## src/rtl/regfile_wb_arbiter.sv

```systemverilog
`default_nettype none
// ============================================================================
// Module   : regfile_wb_arbiter
// Purpose  : Write-port controller for a 32-entry register file. After reset
//            it clears x1..x31 to zero, one register per clock. It then shares
//            the single write port between two writeback requesters (A = ALU,
//            B = load) with round-robin arbitration and valid/ready handshakes.
// Revision : 1.0 - initial release
// ----------------------------------------------------------------------------
// Ports:
//   clk, rst_n          clock; asynchronous active-low reset
//   a_valid/a_ready     requester A handshake (a_ready is combinational)
//   a_addr, a_data      requester A destination register and write data
//   b_valid/b_ready     requester B handshake (b_ready is combinational)
//   b_addr, b_data      requester B destination register and write data
//   rf_writeReg         registered register-file write address
//   rf_writeData        registered register-file write data
//   rf_write            registered register-file write enable
//   init_done           clear sequence finished, requests are being serviced
// ============================================================================
module regfile_wb_arbiter #(
  parameter int BUS_WIDTH = 32
) (
  input  logic                 clk,
  input  logic                 rst_n,
  input  logic                 a_valid,
  output logic                 a_ready,
  input  logic [4:0]           a_addr,
  input  logic [BUS_WIDTH-1:0] a_data,
  input  logic                 b_valid,
  output logic                 b_ready,
  input  logic [4:0]           b_addr,
  input  logic [BUS_WIDTH-1:0] b_data,
  output logic [4:0]           rf_writeReg,
  output logic [BUS_WIDTH-1:0] rf_writeData,
  output logic                 rf_write,
  output logic                 init_done
);

  typedef enum logic [0:0] {
    CLEAR = 1'b0,
    RUN   = 1'b1
  } state_t;

  // Priority pointer encoding: which side wins when both are valid.
  localparam logic PTR_A = 1'b0;
  localparam logic PTR_B = 1'b1;

  localparam logic [4:0] LAST_REG = 5'd31;

  state_t               state;
  state_t               state_nxt;
  logic [4:0]           cnt;
  logic [4:0]           cnt_nxt;
  logic                 ptr;
  logic                 ptr_nxt;
  logic                 init_done_nxt;
  logic                 write_nxt;
  logic [4:0]           write_reg_nxt;
  logic [BUS_WIDTH-1:0] write_data_nxt;

  // --------------------------------------------------------------------------
  // State and output registers
  // --------------------------------------------------------------------------
  always_ff @(posedge clk or negedge rst_n) begin
    if (!rst_n) begin
      state        <= CLEAR;
      cnt          <= 5'd1;
      ptr          <= PTR_A;
      init_done    <= 1'b0;
      rf_write     <= 1'b0;
      rf_writeReg  <= 5'd0;
      rf_writeData <= '0;
    end else begin
      state        <= state_nxt;
      cnt          <= cnt_nxt;
      ptr          <= ptr_nxt;
      init_done    <= init_done_nxt;
      rf_write     <= write_nxt;
      rf_writeReg  <= write_reg_nxt;
      rf_writeData <= write_data_nxt;
    end
  end

  // --------------------------------------------------------------------------
  // Next-state, grant and write-port logic
  // --------------------------------------------------------------------------
  always_comb begin
    state_nxt      = state;
    cnt_nxt        = cnt;
    ptr_nxt        = ptr;
    init_done_nxt  = init_done;
    write_nxt      = 1'b0;
    write_reg_nxt  = rf_writeReg;
    write_data_nxt = rf_writeData;
    a_ready        = 1'b0;
    b_ready        = 1'b0;

    unique case (state)
      CLEAR: begin
        // x0 is hardwired zero, so the sweep starts at x1.
        write_nxt      = 1'b1;
        write_reg_nxt  = cnt;
        write_data_nxt = '0;
        cnt_nxt        = cnt + 5'd1;
        if (cnt == LAST_REG) begin
          state_nxt     = RUN;
          init_done_nxt = 1'b1;
        end
      end

      RUN: begin
        // The if/else chain guarantees at most one ready is ever high.
        if (a_valid && (!b_valid || (ptr == PTR_A))) begin
          a_ready = 1'b1;
        end else if (b_valid) begin
          b_ready = 1'b1;
        end

        if (a_ready) begin
          ptr_nxt = PTR_B;
          // A write to x0 still completes the handshake but is discarded.
          if (a_addr != 5'd0) begin
            write_nxt      = 1'b1;
            write_reg_nxt  = a_addr;
            write_data_nxt = a_data;
          end
        end else if (b_ready) begin
          ptr_nxt = PTR_A;
          if (b_addr != 5'd0) begin
            write_nxt      = 1'b1;
            write_reg_nxt  = b_addr;
            write_data_nxt = b_data;
          end
        end
      end

      default: begin
        state_nxt = CLEAR;
      end
    endcase
  end

endmodule
`default_nettype wire

```

## config.mk

```make
export PLATFORM = sky130hd
export DESIGN_NAME = regfile_wb_arbiter
export DESIGN_NICKNAME = d
export VERILOG_FILES = /design/src/rtl/regfile_wb_arbiter.sv
export SDC_FILE = /design/constraint.sdc
export NUM_CORES = 1
export LEC_CHECK = 0
export CORE_MARGIN = 8
export CORE_UTILIZATION = 34
export CTS_CLUSTER_SIZE = 28
export DETAILED_ROUTE_END_ITERATION = 6
export GPL_TIMING_DRIVEN = 0
export PLACE_DENSITY_LB_ADDON = 0.2
export RECOVER_POWER = 50
export SLEW_MARGIN = 20
export SYNTH_ARGS = -nofsm -noshare
export SYNTH_HDL_FRONTEND = slang
export SYNTH_SLANG_ARGS = --single-unit
```

## constraint.sdc

```tcl
create_clock -name clk -period 2.1 [get_ports clk]
set_clock_uncertainty 0.1 [all_clocks]
set_input_delay 0.42 -clock clk [delete_from_list [all_inputs] [get_ports clk]]
set_output_delay 0.42 -clock clk [all_outputs]
set_load 0.01 [all_outputs]
```

Word-level counts from Yosys, hierarchy flattened
Cells that the tools add are included.
Word-level totals
  bits in writable memories: 0
  register bits: 46
  ROM bits: 0
  bits of input ports: 78
  word-level logic and storage cells: 49
  memories kept: 0
  latch bits: 0
Cells by class
  shifts and indexed selects: 0
  reductions and logical operators: 9
  $lt $le $gt $ge: 0
  bitwise gates (word level): 2
  div/mod/pow operators: 0
  equality and inequality tests: 4
  muxes and demuxes: 26
  multiply operators: 0
  add/sub/neg operators: 1
Operators by type and width (number)
  $mux 32: 4
  $pmux 32 s2: 1
  $mux 5: 4
  $mux 1: 15
  $pmux 5 s2: 1
  $reduce_bool 5->1: 2
  $ne 3x1->1 const B: 2
  $add 5x1->5 const B: 1
  $eq 5x5->1 const B: 1
  $reduce_and 2->1: 2
  $ne 3x2->1 const B: 1
  $reduce_and 3->1: 1
  $not 1->1: 2
  $pmux 1 s2: 1
  $reduce_bool 2->1: 1
  $logic_and 1x1->1: 1
  $logic_not 1->1: 1
  $logic_or 1x1->1: 1

Depth between registers and ports, before layout
Gate-level depths: netlist (run 1).
  depth in word-level cells: 8
  mapped depth: 7
  depth with buffers taken out: 4

Least setup slack after synthesis (run 1)
No wires, ideal clock.
  kind: input to register
  from: in a_addr[0]
  to: reg rf_writeData[10]
  cell stages on the path: 6
  buffers on the path: 2
  arrival: 1.750 ns
  slack: 0.125 ns
  cell sequence: or4_1 o211ai_2 o21ai_2 buf_6 buf_6 mux2_4
Between the ends
  cells in the longest elaborated chain, start to end: 3
RTL lines
  from (decl): RTL line 28  | input logic [4:0] a_addr,
  $reduce_bool 5->1: RTL line 123  | if (a_addr != 5'd0) begin
  $ne 3x2->1 (no line)
  $reduce_and 3->1 (no line)
  to (signal assigned): RTL line 81  | rf_writeData <= write_data_nxt;
  to (decl): RTL line 35  | output logic [BUS_WIDTH-1:0] rf_writeData,
Every way passes these cells.
A chain may end at the register's enable or synchronous reset.

Worst setup path in the final report (run 1)
  from: in b_addr[0]
  to: reg rf_writeData[21]
Between the ends
  cells in the longest elaborated chain, start to end: 3
RTL lines
  from (decl): RTL line 32  | input logic [4:0] b_addr,
  $reduce_bool 5->1: RTL line 130  | if (b_addr != 5'd0) begin
  $ne 3x1->1 (no line)
  $reduce_and 3->1 (no line)
Every way passes these cells.

==> results of run 1 <==
[worst max path at each step]
stage	startpoint	to	slack (ps)	cells past startpoint
global route	rst_n	cnt[0]	5	3
global placement	b_valid	b_ready	-960	7
floorplan	a_addr[0]	rf_writeData[10]	120	6
CTS	ptr	a_ready	30	4
detailed placement	b_valid	b_ready	-940	7
finish	b_addr[0]	rf_writeData[21]	50	7
[layout by cell type (no fill, tap or decap), types with 2 or more instances in the layout]
cell	count
buf_2	3
mux2i_1	4
dlygate4sd2_1	9
dfrtp_1	45
mux2_2	20
a222oi_1	4
clkbuf_2	2
buf_6	4
ha_1	2
and3_1	2
or4_4	2
clkbuf_1	3
buf_4	6
a22o_1	32
dlygate4sd3_1	12
clkbuf_8	8
nor2_1	2
xnor2_1	3
mux2_4	15
clkdlybuf4s50_1	96
inv_1	4
[metal layers]
layer | GRT usage | vias up
li1 | - | 885
met4 | 0.0462 | 0
met2 | 0.254 | 72
met3 | 0.0455 | 4
met5 | 0 | -
met1 | 0.180 | 937
[where the power goes]
part | total [W] | switching [W] | internal [W]
logic | 0.000937 | 0.000347 | 0.000591
registers | 0.00110 | 0.0000717 | 0.00103
clock network | 0.000623 | 0.000290 | 0.000333
[area by class of cell]
class	count	area, µm²	share of cell area
repair buffers	125	1210	0.326
clock buffers	8	110	0.0296
inverters	5	31.3	0.00841
well taps	77	96.3	0.0259
flip-flops and latches	46	1150	0.310
plain buffers	12	100	0.0269
multi-input cells	100	1010	0.273
[worst reg2reg max path, stage by stage, from the launching register on]
cell and delay [ps]:
dfrtp_1 380, nand2_2 110, and3_1 240, clkbuf_2 240, clkbuf_2 260, a22o_1 290, mux2_4 260
[through the flow]
stage                      util  hold slack [ps]  std cells  total power, W  area (µm²)
final                     0.586              362        373         0.00266        3720
after global routing      0.586              424        373         0.00281        3720
after CTS                 0.589              370        374         0.00272        3740
after detailed placement  0.557              262        360         0.00207        3530
after global placement    0.554              350        359         0.00205        3520
after floorplan               -             24.4        164         0.00152        2240
[logic make-up after synthesis]
kind of cell	synth area share
flops	0.514
compound gates	0.165
mux	0.219
buf+inv	0.0430
simple gates	0.0368
xor+xnor	0.0117
fa+ha+maj	0.0112
[sequential cells by signal, indices dropped and copies added (netlist names)]
register,cells
init_done,1
ptr,1
rf_write,1
cnt,5
rf_writeData,32
state,1
rf_writeReg,5
[what timing repair did]
action                                  4_1_cts  5_1_grt
pin swaps                                     6        0
endpoints found under the setup margin       18       12
hold buffers                                  1        0
resized for setup                            31        4
buffers inserted                              5        0
hold endpoints to repair                     15        0
==> reports/metrics.cfg, run 1 <==
[sta]
fmaxAchievable_mhz = 488
min_period_ps = 2050
final_max_slew_viol_count = 0
hold_viol = 0
worstMarginPinSlew_ps = 845
fin_crit_sh = 0.976
relSlewSlack = 0.437
setup_viol = 0
fin_setup_tns_ps = 0
rsz0062_at_grt = no
setup_slack_ps = 50.2

[floorplanning]
die_h_um = 97.2
die_x_um = 97.2
rows = 29
ios = 119
dieArea_mm2 = 0.00945
initial_core_util = 0.353
coreArea_mm2 = 0.00635

[cts]
clkSinkCount = 46
clock_latency_ps = 290
h-tree-depth = 2
cts-buffers-inserted = 5
cts_tree = built
root_buffer = clkbuf_8
worst_setup_hold_path_clk_slew_ps = 90
clock_path_buffers = 2

[synth]
yosys_warnings = 0
synthCells = 164
ys_seq_area_frac = 0.514
yosysMostFrequentCell = dfrtp_1
synth_seq_cells = 46
synth_edf_count = 0
synthFlopType = dfrtp_1
synth_area_mm2 = 0.00224
yosys.area.top_type_share = 0.502
ys_top_cells_by_area = dfrtp_1, a22o_1, mux2_2, mux2_4, a222oi_1
avgSynthCellArea_um2 = 13.7
synth_cell_types = 29
async_flop_share = 1.00
synth_common_cells = dfrtp_1, a22o_1, mux2_2, mux2_4
yosysTopAreaCell = dfrtp_1
syn_nets = 244

[global_routing]
grt_first_pass_wirelength_um = 11700
grt_start_max_net_pins = 32
grt_overflow = 0
antenna_found_initial = 0
grt_pass1_vias = 2100
grt_usage = 0.151

[setup_path]
cp_max_fo = 10
critPathLaunchType = input port
critPathMaxStageDelay_ps = 430
r2r-end = rf_writeData[13]
crit_family = buffers and inverters
cpMostUsedCell = buf_6
required_ps = 2190
worst_path_max_delay_cell = clkdlybuf4s50_1
cp_cell_sequence = clkdlybuf4s50_1 -> or4_4 -> nor3_2 -> o21ai_2 -> buf_6 -> buf_6 -> mux2_4
cp_num_buf_inv = 3
r2r_slack_ps = 110
cp-end-kind = flop
reg2reg_from = ptr
reg2regPathDepth = 6
worst-endpoint-arrival_ps = 2140
path_class = in -> reg

[hold_path]
min_path_cells = 1
min_from = init_done
min_path_type = reg -> reg
min_to = init_done

[finish]
antenna_cells = 0
fillCellCount = 543
final_nets = 375
drive_above_1_share = 0.233
area_growth_pct = 65.8

[drt]
routedWlPerCell_um = 18.9
first_pass_iters = 4
drc = 0
ant_nets = 0
wl_met3_um = 566
vias = 1898
met2WireLength_um = 3450
drtIter0Drc = 52
m1WireLength_um = 2960
top_layer_used = met4
vias_per_cell = 5.09
wirelength_um = 7040

[power]
p_leak_nw = 1.67
p_per_area_mw_per_mm2 = 715
ir_drop_mv = 0.403

[outcome]
status = complete, no violations

[placement]
pre_cts_slack_ps = -942
place_congestion = 0.771
port_buffers = 118
hpwl_um = 5400

[job]
maxCapViolCount = 0

Power figures use the tool's default switching activity.
==> run 2: changes to the inputs <==
--- a/config.mk
+++ b/config.mk
@@ -5,13 +5,14 @@
 export SDC_FILE = /design/constraint.sdc
 export NUM_CORES = 1
 export LEC_CHECK = 0
-export CORE_MARGIN = 8
+export CORE_MARGIN = 2
 export CORE_UTILIZATION = 34
 export CTS_CLUSTER_SIZE = 28
 export DETAILED_ROUTE_END_ITERATION = 6
 export GPL_TIMING_DRIVEN = 0
 export PLACE_DENSITY_LB_ADDON = 0.2
 export RECOVER_POWER = 50
+export SETUP_SLACK_MARGIN = 0.02
 export SLEW_MARGIN = 20
 export SYNTH_ARGS = -nofsm -noshare
 export SYNTH_HDL_FRONTEND = slang
==> run 2 against run 1 <==
Against the previous run:
- power increased by 1.7%
- first-iteration DRC count rose by 65%
- worst hold slack worse by 9.7 ps
- die area fell by 23%
- wire length fell by 11%
- clock power increased by 4.2%
- core utilization grew 0.71 points
- via count fell by 1.1%
- global-route usage increased by 2.6 points
- combinational power is 2% higher
- cell count grew 0.54%
- setup slack improved by 15 ps
- highest routed layer unchanged
==> reports/metrics.cfg, run 2 (synthesized netlist as in run 1, its figures left out) <==
[job]
maxCapViolCount = 0  ; unchanged

[finish]
final_util = 0.593  ; was 0.586
area_growth_pct = 67.9  ; was 65.8%
largest_reg_flops = 32  ; unchanged
top_register = rf_writeData  ; unchanged
top_regs = rf_writeData x32, cnt x5, rf_writeReg x5  ; unchanged
antenna_cells = 0  ; unchanged
drive_above_1_share = 0.238  ; was 0.233
fillCellCount = 539  ; was 543
final_nets = 377  ; was 375
final_common_cell = clkdlybuf4s50_1  ; unchanged
mostFrequentLayoutCells = clkdlybuf4s50_1, dfrtp_1, a22o_1  ; unchanged

[drt]
vias_per_cell = 5.01  ; was 5.09
drc = 0  ; unchanged
routedWlPerCell_um = 16.8  ; was 18.9 µm
drtIter0Drc = 86  ; was 52
wirelength_um = 6290  ; was 7040 µm
ant_nets = 0  ; unchanged
vias = 1878  ; was 1,898
first_pass_iters = 5  ; was 4

[floorplanning]
die_x_um = 85.2  ; was 97.2 µm
die_h_um = 85.2  ; was 97.2 µm
initial_core_util = 0.353  ; unchanged
coreArea_mm2 = 0.00635  ; unchanged
dieArea_mm2 = 0.00726  ; was 0.00945 mm²
rows = 29  ; unchanged
ios = 119  ; unchanged

[setup_path]
required_ps = 2190  ; about the same
critPathLaunchType = input port  ; unchanged
cp-end-kind = flop  ; unchanged
path_class = in -> reg  ; unchanged
crit_family = simple AND/OR/NAND/NOR gates  ; was buffers and inverters
cp_num_buf_inv = 3  ; unchanged
worst_path_max_delay_cell = or4_4  ; was clkdlybuf4s50_1
cp_cell_sequence = dlygate4sd2_1 -> or4_4 -> nor3_1 -> o21ai_2 -> buf_6 -> buf_8 -> mux2_4  ; was clkdlybuf4s50_1 -> or4_4 -> nor3_2 -> o21ai_2 -> buf_6 -> buf_6 -> mux2_4
cp_max_fo = 10  ; unchanged
critPathMaxStageDelay_ps = 520  ; was 430 ps
worst-endpoint-arrival_ps = 2120  ; was 2140 ps

[placement]
port_buffers = 118  ; unchanged
hpwl_um = 4610  ; was 5400 µm
place_congestion = 0.779  ; was 0.771

[hold_path]
min_path_type = in -> async  ; was reg -> reg

[global_routing]
grt_first_pass_wirelength_um = 10100  ; was 11,700 µm
grt_start_max_net_pins = 26  ; was 32
grt_usage = 0.177  ; was 0.151
grt_pass1_vias = 2090  ; was 2,100
grt_overflow = 0  ; unchanged
antenna_found_initial = 0  ; unchanged

[cts]
ctsHoldBuffers = 0  ; was 1
clkSinkCount = 46  ; unchanged
clock_path_buffers = 2  ; unchanged
cts_tree = built  ; unchanged
cts-buffers-inserted = 5  ; unchanged
clock_latency_ps = 290  ; about the same
root_buffer = clkbuf_8  ; unchanged
h-tree-depth = 2  ; unchanged
worst_setup_hold_path_clk_slew_ps = 80  ; was 90 ps

[sta]
min_period_ps = 2030  ; was 2050 ps
rsz0062_at_grt = yes  ; was no
fin_crit_sh = 0.969  ; was 0.976
setup_viol = 0  ; unchanged
fmaxAchievable_mhz = 491  ; was 488 MHz
final_max_slew_viol_count = 0  ; unchanged
relSlewSlack = 0.0256  ; was 0.437
hold_viol = 0  ; unchanged
worstMarginPinSlew_ps = 1460  ; was 845 ps

[power]
p_total_w = 0.00270  ; was 0.00266 W
p_leak_nw = 1.70  ; was 1.67 nW
ir_drop_mv = 0.389  ; was 0.403 mV
p_per_area_mw_per_mm2 = 719  ; was 715 mW/mm²

[outcome]
status = complete, no violations  ; unchanged

## run 2: cell types whose count changed in the layout (fill, tap and decap cells not counted), sizes merged
| cell | delta |
|---|---|
| buf | +3 |
| clkbuf | -3 |
| clkdlybuf4s50 | -2 |
| dlygate4sd2 | +2 |
| bufinv | +1 |
| clkinv | +1 |
| dlygate4sd3 | -1 |
| inv | +1 |
## run 2: worst paths after layout
path,from,end,slack [ps],cells past startpoint
setup / recovery,b_addr[4],rf_writeData[20],70,7
hold / removal,rst_n,rf_writeData[23],350,1
setup reg to reg,ptr,rf_writeData[19],170,6
hold reg to reg,init_done,init_done,380,1
max in group asynchronous,rst_n,rf_writeData[3],690,1
min in group clk,init_done,init_done,380,1
## run 2: through the flow
stage               hold WS [ps]  worst slack, ps  cells  instance area, µm²  setup TNS, ps
floorplan                   24.4              125    164                2240              0
global placement             352             -935    359                3520         -52980
detailed placement           348             -952    360                3540         -15610
CTS                         36.4             12.1    375                3770              0
global route                 395             5.33    375                3760              0
finish                       352             65.3    375                3760              0
## run 2: final cells by class
type / instances / area [µm²] / share of cell area
plain buffers: 13 / 115 / 0.0306
clock buffers: 5 / 68.8 / 0.0183
clock inverters: 3 / 40.0 / 0.0106
inverters: 5 / 26.3 / 0.00698
multi-input cells: 100 / 1010 / 0.269
flip-flops and latches: 46 / 1150 / 0.306
well taps: 77 / 96.3 / 0.0256
repair buffers: 126 / 1250 / 0.333
## run 2: where the power goes
part / switching, W / internal, W
Sequential: 0.0000716 / 0.00103
Combinational: 0.000343 / 0.000613
Clock: 0.000299 / 0.000350
## run 2: repair_timing
item,in CTS,in global routing
endpoints found under the setup margin,18,10
setup buffers,6,0
pin swaps,5,0
resized for setup,35,6
cloned,1,0
## run 2: layer usage
layer  GRT usage  vias to the layer above  wire, µm
met5           0                        -         0
met4      0.0505                        0        63
met3      0.0438                        5       457
met2       0.295                       76      3010
met1       0.230                      911      2750
li1            -                      886         -
==> run 3: changes to the inputs <==
--- a/config.mk
+++ b/config.mk
@@ -7,9 +7,10 @@
 export LEC_CHECK = 0
 export CORE_MARGIN = 2
 export CORE_UTILIZATION = 34
+export CTS_CLUSTER_DIAMETER = 80
 export CTS_CLUSTER_SIZE = 28
 export DETAILED_ROUTE_END_ITERATION = 6
-export GPL_TIMING_DRIVEN = 0
+export MAX_ROUTING_LAYER = met4
 export PLACE_DENSITY_LB_ADDON = 0.2
 export RECOVER_POWER = 50
 export SETUP_SLACK_MARGIN = 0.02
==> run 3 against run 2 <==
Against the previous run:
- clock power shrank 17%
- die area unchanged
- worst hold slack improved by 31 ps
- via count rose by 3.2%
- critical endpoint is now rf_writeData[19]
==> reports/metrics.cfg, run 3 (synthesized netlist as in run 1, its figures left out) <==
[setup_path]
required_ps = 2190  ; about the same
path_class = in -> reg  ; unchanged
worst_path_max_delay_cell = or4_4  ; unchanged
critPathMaxStageDelay_ps = 440  ; was 520 ps
cp-end-kind = flop  ; unchanged
startpoint = b_addr[0]  ; was b_addr[4]
critPathLaunchType = input port  ; unchanged
worst-endpoint-arrival_ps = 2160  ; was 2120 ps
reg2reg_from = state  ; was ptr
cp_cell_sequence = clkdlybuf4s50_1 -> or4_4 -> nor3_4 -> o21ai_4 -> clkbuf_16 -> mux2_4  ; was dlygate4sd2_1 -> or4_4 -> nor3_1 -> o21ai_2 -> buf_6 -> buf_8 -> mux2_4
cp_max_fo = 6  ; was 10

[sta]
hold_viol = 0  ; unchanged
relSlewSlack = 0.449  ; was 0.0256
worstMarginPinSlew_ps = 827  ; was 1460 ps
fmaxAchievable_mhz = 483  ; was 491 MHz
fin_crit_sh = 0.986  ; was 0.969
setup_viol = 0  ; unchanged
rsz0062_at_grt = no  ; was yes
min_period_ps = 2070  ; was 2030 ps
final_max_slew_viol_count = 0  ; unchanged

[job]
maxCapViolCount = 0  ; unchanged

[global_routing]
grt_first_pass_wirelength_um = 10100  ; about the same
grt_overflow = 0  ; unchanged
grt_start_max_net_pins = 38  ; was 26
antenna_found_initial = 0  ; unchanged
grt_usage = 0.181  ; was 0.177
grt_pass1_vias = 2011  ; was 2,090

[drt]
wirelength_um = 6470  ; was 6290 µm
top_layer_used = met4  ; unchanged
m1WireLength_um = 2810  ; was 2750 µm
routedWlPerCell_um = 17.1  ; was 16.8 µm
drtIter0Drc = 61  ; was 86
vias_per_cell = 5.13  ; was 5.01
first_pass_iters = 5  ; unchanged
ant_nets = 0  ; unchanged
drc = 0  ; unchanged
wl_met3_um = 389  ; was 457 µm
met2WireLength_um = 3180  ; was 3010 µm
vias = 1939  ; was 1,878

[finish]
final_common_cell = clkdlybuf4s50_1  ; unchanged
area_growth_pct = 71.7  ; was 67.9%
drive_above_1_share = 0.246  ; was 0.238
antenna_cells = 0  ; unchanged
final_area_mm2 = 0.00385  ; was 0.00376 mm²
mostFrequentLayoutCells = clkdlybuf4s50_1, dfrtp_1, a22o_1  ; unchanged
top_register = rf_writeData  ; unchanged
top_regs = rf_writeData x32, cnt x5, rf_writeReg x5  ; unchanged
largest_reg_flops = 32  ; unchanged
final_util = 0.606  ; was 0.593
fillCellCount = 519  ; was 539
final_nets = 380  ; was 377

[power]
p_leak_nw = 1.79  ; was 1.70 nW
p_per_area_mw_per_mm2 = 682  ; was 719 mW/mm²
power_switching_w = 0.000731  ; was 0.000713 W
ir_drop_mv = 0.455  ; was 0.389 mV
clkPwrFrac = 0.206  ; was 0.240
internal-power_w = 0.00190  ; was 0.00199 W
power_frac_seq = 0.419  ; was 0.406
p_sw_frac = 0.278  ; was 0.264
combinationalPowerShare = 0.375  ; was 0.354

[floorplanning]
dieArea_mm2 = 0.00726  ; unchanged
ios = 119  ; unchanged
coreArea_mm2 = 0.00635  ; unchanged
rows = 29  ; unchanged
die_x_um = 85.2  ; unchanged
initial_core_util = 0.353  ; unchanged
die_h_um = 85.2  ; unchanged

[cts]
clock_latency_ps = 290  ; about the same
clock_path_buffers = 2  ; unchanged
worst_setup_hold_path_clk_slew_ps = 90  ; was 80 ps
clkSinkCount = 46  ; unchanged
h-tree-depth = 2  ; unchanged
root_buffer = clkbuf_8  ; unchanged
cts-buffers-inserted = 5  ; unchanged
cts_tree = built  ; unchanged

[outcome]
status = complete, no violations  ; unchanged

[placement]
place_congestion = 0.745  ; was 0.779
hpwl_um = 4590  ; was 4610 µm
place_area_mm2 = 0.00363  ; was 0.00354 mm²
port_buffers = 118  ; unchanged

[hold_path]
min_from = init_done
min_path_type = reg -> reg  ; was in -> async

## run 3: cell count changes in the layout (fill, tap and decap cells not counted), sizes merged
cell | previous run | this run
clkdlybuf4s50 | 94 | 95
inv | 5 | 4
clkdlybuf4s15 | 0 | 1
bufinv | 1 | 0
dlygate4sd3 | 11 | 12
dlymetal6s2s | 0 | 9
clkinv | 2 | 3
dlygate4sd2 | 11 | 1
clkbuf | 11 | 12
clkinvlp | 0 | 1
## run 3: worst paths after layout
| check | end | slack [ps] | cells after the start |
|---|---|---|---|
| max | rf_writeData[19] | 30 | 6 |
| min | init_done | 380 | 1 |
| max reg2reg | rf_writeData[4] | 130 | 6 |
| min reg2reg | init_done | 380 | 1 |
| max in group asynchronous | rf_writeData[8] | 500 | 3 |
| min in group asynchronous | rf_writeData[21] | 620 | 2 |
## run 3: per-stage QoR
stage / setup WS [ps] / TNS (ps) / instances / hold WS (ps) / power (W)
floorplan: 125 / 0 / 164 / 24.4 / 0.00152
global placement: -305 / -9930 / 364 / 241 / 0.00207
detailed placement: -318 / -10940 / 364 / 246 / 0.00208
finish: 29.2 / 0 / 378 / 383 / 0.00263
CTS: 11.5 / 0 / 373 / 387 / 0.00264
global route: 17.0 / 0 / 378 / 379 / 0.00278
## run 3: power groups by stage
stage | combinational (W) | clock, W | sequential [W]
final | 0.000985 | 0.000540 | 0.00110
after detailed placement | 0.000965 | 0 | 0.00112
after CTS | 0.000969 | 0.000568 | 0.00110
after global placement | 0.000953 | 0 | 0.00112
after floorplan | 0.000334 | 0 | 0.00118
after global routing | 0.00105 | 0.000604 | 0.00112
## run 3: worst max-delay path, delay by kind of cell
family | cells | cell delay (ps)
multiplexers | 1 | 290
buffers and inverters | 2 | 630
AO/OA/AOI/OAI | 1 | 150
AND/OR/NAND/NOR | 2 | 650
## run 3: routing by layer
metal  track usage  up-vias
met5             -        -
met2         0.290       82
li1              -      895
met4        0.0577        0
met3        0.0311        9
met1         0.235      953
## run 3: final cells by class
cell class	count	area [µm²]	area share
inverters	5	18.8	0.00487
well taps	77	96.3	0.0250
repair buffers	142	1470	0.381
multi-input cells	100	1030	0.267
flip-flops and latches	46	1150	0.299
clock inverters	3	21.3	0.00552
clock buffers	5	68.8	0.0179
## run 3: repair_timing
item	4_1_cts	5_1_grt
hold buffers	1	0
cloned	0	4
gates resized for setup	5	12
hold endpoints to repair	12	0
buffers inserted	0	1
endpoints found under the setup margin	5	37
pin swaps	0	5
